### config.mk
export PLATFORM = sky130hd
export DESIGN_NAME = led_pwm_driver_flat
export DESIGN_NICKNAME = d
export VERILOG_FILES = /design/src/rtl/led_pwm_driver_if.sv /design/src/rtl/led_pwm_driver.sv /design/src/flat_wrapper.sv
export SDC_FILE = /design/constraint.sdc
export NUM_CORES = 1
export LEC_CHECK = 0
export ABC_AREA = 1
export BUFFER_PORTS_ARGS = -buffer_cell sky130_fd_sc_hd__buf_2
export CAP_MARGIN = 10
export CORE_MARGIN = 2
export CORE_UTILIZATION = 40
export CTS_CLUSTER_DIAMETER = 150
export DETAILED_ROUTE_END_ITERATION = 8
export PLACE_DENSITY = 0.59
export SYNTH_ARGS = -nofsm -noshare
export SYNTH_HDL_FRONTEND = slang
export SYNTH_SLANG_ARGS = --single-unit
### constraint.sdc
create_clock -name clk -period 3.81 [get_ports clk]
set_input_delay 0.762 -clock clk [delete_from_list [all_inputs] [get_ports clk]]
set_output_delay 0.762 -clock clk [all_outputs]
set_load 0.02 [all_outputs]
### src/rtl/led_pwm_driver_if.sv
// Duty-request handshake bundle for led_pwm_driver.
// master = requester, slave = PWM driver.
interface led_pwm_driver_if #(
  parameter int unsigned WIDTH = 8
);
  logic [WIDTH-1:0] duty;
  logic             duty_valid;
  logic             duty_ready;

  modport master (output duty, output duty_valid, input  duty_ready);
  modport slave  (input  duty, input  duty_valid, output duty_ready);
endinterface

### src/rtl/led_pwm_driver.sv
// LED PWM driver: free-running counter, glitch-free duty updates at period boundaries.
// Define LED_PWM_FADE_EN to step the active duty one LSB per period instead of jumping.
module led_pwm_driver #(
  parameter int unsigned WIDTH = 8
) (
  input  logic                 clk,
  input  logic                 rst,
  led_pwm_driver_if.slave      req,
  output logic                 led_pad,
  output logic                 busy,
  output logic                 period_tick
);

  localparam logic [0:0] IDLE  = 1'b0;
  localparam logic [0:0] APPLY = 1'b1;

  logic [0:0]       state;
  logic [WIDTH-1:0] cnt;
  logic [WIDTH-1:0] cur;
  logic [WIDTH-1:0] tgt;
  logic [WIDTH-1:0] cur_next;
  logic             done;

  assign period_tick    = (cnt == '1);
  assign req.duty_ready = (state == IDLE);
  assign busy           = (state == APPLY);

  always_comb begin
    cur_next = tgt;
`ifdef LED_PWM_FADE_EN
    // Single-LSB step toward the target; equal values leave cur untouched.
    if (cur < tgt)
      cur_next = cur + 1'b1;
    else if (cur > tgt)
      cur_next = cur - 1'b1;
    else
      cur_next = cur;
`endif
    done = (cur_next == tgt);
  end

  always_ff @(posedge clk) begin
    if (rst) begin
      cnt     <= '0;
      cur     <= '0;
      tgt     <= '0;
      led_pad <= 1'b0;
      state   <= IDLE;
    end else begin
      cnt     <= cnt + 1'b1;
      led_pad <= (cnt < cur);
      case (state)
        IDLE: begin
          if (req.duty_valid) begin
            tgt   <= req.duty;
            state <= APPLY;
          end
        end
        APPLY: begin
          // cur only moves on the last cycle of a period so no period is cut short.
          if (period_tick) begin
            cur <= cur_next;
            if (done)
              state <= IDLE;
          end
        end
        default: state <= IDLE;
      endcase
    end
  end

endmodule
### src/flat_wrapper.sv
// flat-port wrapper written by rule: the top's interface ports become plain ports
module led_pwm_driver_flat 
#(
  parameter int unsigned WIDTH = 8
)
  (clk, rst, led_pad, busy, period_tick, req_duty, req_duty_valid, req_duty_ready);
  led_pwm_driver_if #(.WIDTH(WIDTH)) req_i ();
  input  logic clk;
  input  logic rst;
  output logic led_pad;
  output logic busy;
  output logic period_tick;
  input wire logic [$bits(req_i.duty)-1:0] req_duty;
  input wire logic [$bits(req_i.duty_valid)-1:0] req_duty_valid;
  output wire logic [$bits(req_i.duty_ready)-1:0] req_duty_ready;
  assign req_i.duty = req_duty;
  assign req_i.duty_valid = req_duty_valid;
  assign req_duty_ready = req_i.duty_ready;
  led_pwm_driver #(.WIDTH(WIDTH)) u_core (.clk(clk), .rst(rst), .req(req_i), .led_pad(led_pad), .busy(busy), .period_tick(period_tick));
endmodule
Yosys cells after proc, flatten, opt, wreduce, memory -nomap -nowiden
Index checks and enable logic that the tools add are counted.

Magnitude comparators: 1. Eq/ne operators: 1. Bitwise gates (word level): 1. Shift operators: 0. $add $sub $neg: 1. Div/mod/pow operators: 0. Reduce and logical (&&, ||, !) cells: 2. Multipliers: 0. Mux-type cells: 3.

Operator list (number): adder 8 x 1 -> 8 bit, second input constant (1); == test 8 bit, second input constant (1); less-than comparator 8 bit (1); AND reduction 2 bit (2); two-way mux 1 bit (2); one-hot mux 1 bit (2 select lines) (1); NOT 1 bit (1).

Latch bits: 0. Output and inout port bits: 4. Bits of input ports: 11. Memories kept: 0. Word-level logic and storage cells: 14. Flip-flop bits (word level): 26. RAM bits: 0. Bits in read-only memories: 0.

Depth between registers and ports, before layout
Depth after elaboration: 3. Gate-level depth with buffers: 8.

Worst setup path after synthesis
No wires, ideal clock.

Kind: flip-flop to output port. From: reg u_core.cnt[0]. To: out period_tick. Data required time: 3.048 ns. Path slack: 1.934 ns. Data arrival time: 1.114 ns. Cell stages (with the launch flop): 6. Buffers on the path: 0. Cell sequence: dfxtp_1 ha_1 nand2_1 nor2_4 nand2_1 nor2_1.

Word-level cells in the longest chain between the ends: 1.

Ends and longest elaborated chain: start: declaration (RTL line led_pwm_driver.sv:18) `logic [WIDTH-1:0] cnt;`; start signal: assignment (RTL line led_pwm_driver.sv:50) `cnt <= cnt + 1'b1;`; == test 8 bit (RTL line led_pwm_driver.sv:24) `assign period_tick = (cnt == '1);`; end: declaration (RTL line flat_wrapper.sv:12) `output logic period_tick;`.

Every way passes these cells.

Worst setup path after layout
Ends and elaborated chain as after synthesis.

==> out/results.txt <==
Outcome: finished, violations left
Failing checks: DRC
Total Neg Setup Slack: 0 ns
Core Rows: 19
Core area: 2810 µm²
Unrepaired setup endpoints after global routing: false
Data arrival time of the worst path: 1.49 ns
Post-synthesis cell count: 163
Mapped cell area: 1190 µm²
CTS tree: built
Die W: 58.6 µm
Synth area leader: dfxtp_1
First-pass GRT wire length: 3690 µm
Largest net degree at the start of global routing: 23
Max FO, Critical Path: 4
Finished Layout Cells: 209
Die height: 58.6 µm
# Post-CTS Setup Buffers: 0
Setup crit start kind: flip-flop
Largest family of logic cells by synthesized area: simple AND/OR/NAND/NOR gates
PostCTS Resize Cnt: 0
CTS Hold Bufs: 0
H-tree depth: 1
Clock-pin slew on the worst setup and hold paths: 0.13 ns
Hold Vio Cnt, Final: 0
Clock Tree Buf Depth: 2
LEAKAGE: 0.000658 µW
All-Layer GR Usage: 14.1%
Fin Clk Skew: 0.00238 ns
WP data required: 3.05 ns
Dpl hpwl: 1580 µm
Avg Synthesized Cell Area: 7.32 µm²
Final period utilization: 59.1%
Hold Slack: 0.486 ns
Sequential area share after synthesis: 43.6%
Reg power frac: 62.1%
Total power: 468 µW
Clock Latency Late Sink: 0.31 ns
Post-DRT Antenna Nets: 0
Clock power share: 29.4%
NetSw: 110 µW
Share of cells above drive strength 1: 15.7%
EDFF count, synth: 0
Post-placement cell count: 205
Seq cells post-synth: 26
PwrDens: 355 nW/µm²
Syn_nets: 182
Drt initial violations: 11
Worst-Margin Slew: 0.600 ns
Share of flip-flops with an asynchronous set or reset: 0%
Total gr overflow: 0
Max Fclk: 0.444 GHz
Max-Cap Viols: 0
Via count: 980
Vias in the first global route: 893
Nets: 198
CTS Buf Count: 3
Peak VDD IR: 0.154 mV
Min cycle time layout: 2.25 ns
Top post-synthesis cells by count: nor2_1, nand2_1, dfxtp_1, inv_1, o21ai_0
Hold Path Class: reg2reg
Post-route DRC: 1
Compound-Gate Fraction of Synth Area: 7.34%
I/O pins: 15
Kind of critical path: reg2out
Slew headroom: 59.9%
Net Sw Frac: 23.6%
Yosys Warn Count: 0
Main flop type after synthesis: dfxtp_1
Initial antenna violation count: 0
Mux cell area share after synthesis: 0%
Fin. max-slew vios: 0
Post-synthesis simple-gate area fraction: 31.4%
Count of cell types in the netlist: 20
# clock sinks: 26
CP endpoint kind: primary output
Ranking of synthesized cells by area: dfxtp_1, nor2_1, nand2_1, ha_1, inv_1
Xor and xnor fraction of the mapped netlist area: 0.734%
Total routed wirelength: 2140 µm
Drt pass-1 iters: 6
Area share of fa/ha/maj cells after synthesis: 8.39%
P&R area growth vs syn: 10.3%
Final setup fails: 0
Most frequent cell after synthesis: nor2_1
Final antenna diode count: 0
Root buffer cell: clkbuf_4
Routed wire per std cell: 10.2 µm
Pint: 357 µW
Initial core utilization: 42.6%
Comb pwr share: 8.5%
Yosys top cell area share: 43.6%
Die area: 3440 µm²
Drt via density: 4.69
Final GP Congestion: 0.829
Port Buffer Count: 14
## cell type report
type	count	area [µm²]
fillers	304	1490
multi-input cells	113	572
flip-flops and latches	26	520
inverters	21	78.8
repair buffers	14	70.1
well taps	31	38.8
clock buffers	4	36.3
## worst max-delay path, stage by stage (launching register included)
cell,delay (ns)
dfxtp_1,0.40
ha_1,0.18
nand2_1,0.10
nor2_4,0.15
nand2_1,0.10
nor2_1,0.08
buf_2,0.16
## logic make-up (layout without fill, tap and decap cells)
kind of cell    after synthesis  count (layout)
compound gates               17              17
fa+ha+maj                     8               8
buf+inv                      24              39
xor+xnor                      1               1
simple gates                 87              87
flops                        26              26
## metal layers
metal | part of all wire (%) | track usage [%]
met3 | 3.3 | 1.98
met2 | 48 | 24.2
met1 | 47 | 17.3
met5 | 0 | 0
met4 | 1.9 | 6.82
## worst paths after layout
check                           start  cells past startpoint  slack [ns]                          to
min          u_core.cnt[0]$_SDFF_PP0_                      1        0.49    u_core.cnt[0]$_SDFF_PP0_
max reg2reg  u_core.cnt[0]$_SDFF_PP0_                      6        2.45  u_core.cur[3]$_SDFFE_PP0P_
max          u_core.cnt[0]$_SDFF_PP0_                      6        1.56                 period_tick
min reg2reg  u_core.cnt[0]$_SDFF_PP0_                      1        0.49    u_core.cnt[0]$_SDFF_PP0_
## per-stage QoR
stage	cell area, µm²	worst slack (ns)	utilization (%)
2_1_floorplan	1190	1.93	-
3_3_place_gp	1280	1.94	45.6
3_5_place_dp	1280	1.91	45.6
4_1_cts	1320	1.53	46.9
5_1_grt	1320	1.42	46.9
6_report	1320	1.56	46.9
## state kept, by name, summed over array words and instances, names as in the netlist
signal	count
u_core.busy	1
u_core.cnt	8
u_core.cur	8
u_core.cur_next	8
u_core.led_pad	1
## cells in the final DEF, fill, tap and decap left out
cell and n:
nand4_1 1, inv_2 2, buf_2 14, o21ai_0 10, nand3_4 1, inv_1 19
ha_1 8, a21oi_1 6, nand2_1 33, clkbuf_8 1, nand3_1 3, nor2_2 2
nor2_1 41, dfxtp_1 26, nand2_2 3, xor2_1 1, nor3_1 1, clkbuf_4 3
nor2_4 2, o211ai_1 1
## power groups by stage
stage | combinational, µW | clock (µW) | sequential [µW]
6_report | 39.5 | 138 | 290
3_3_place_gp | 38.9 | 0 | 296
3_5_place_dp | 40.2 | 0 | 297
5_1_grt | 46.2 | 154 | 292
4_1_cts | 40.2 | 144 | 291
2_1_floorplan | 25.8 | 0 | 297
(Power assumes the default switching activity.)
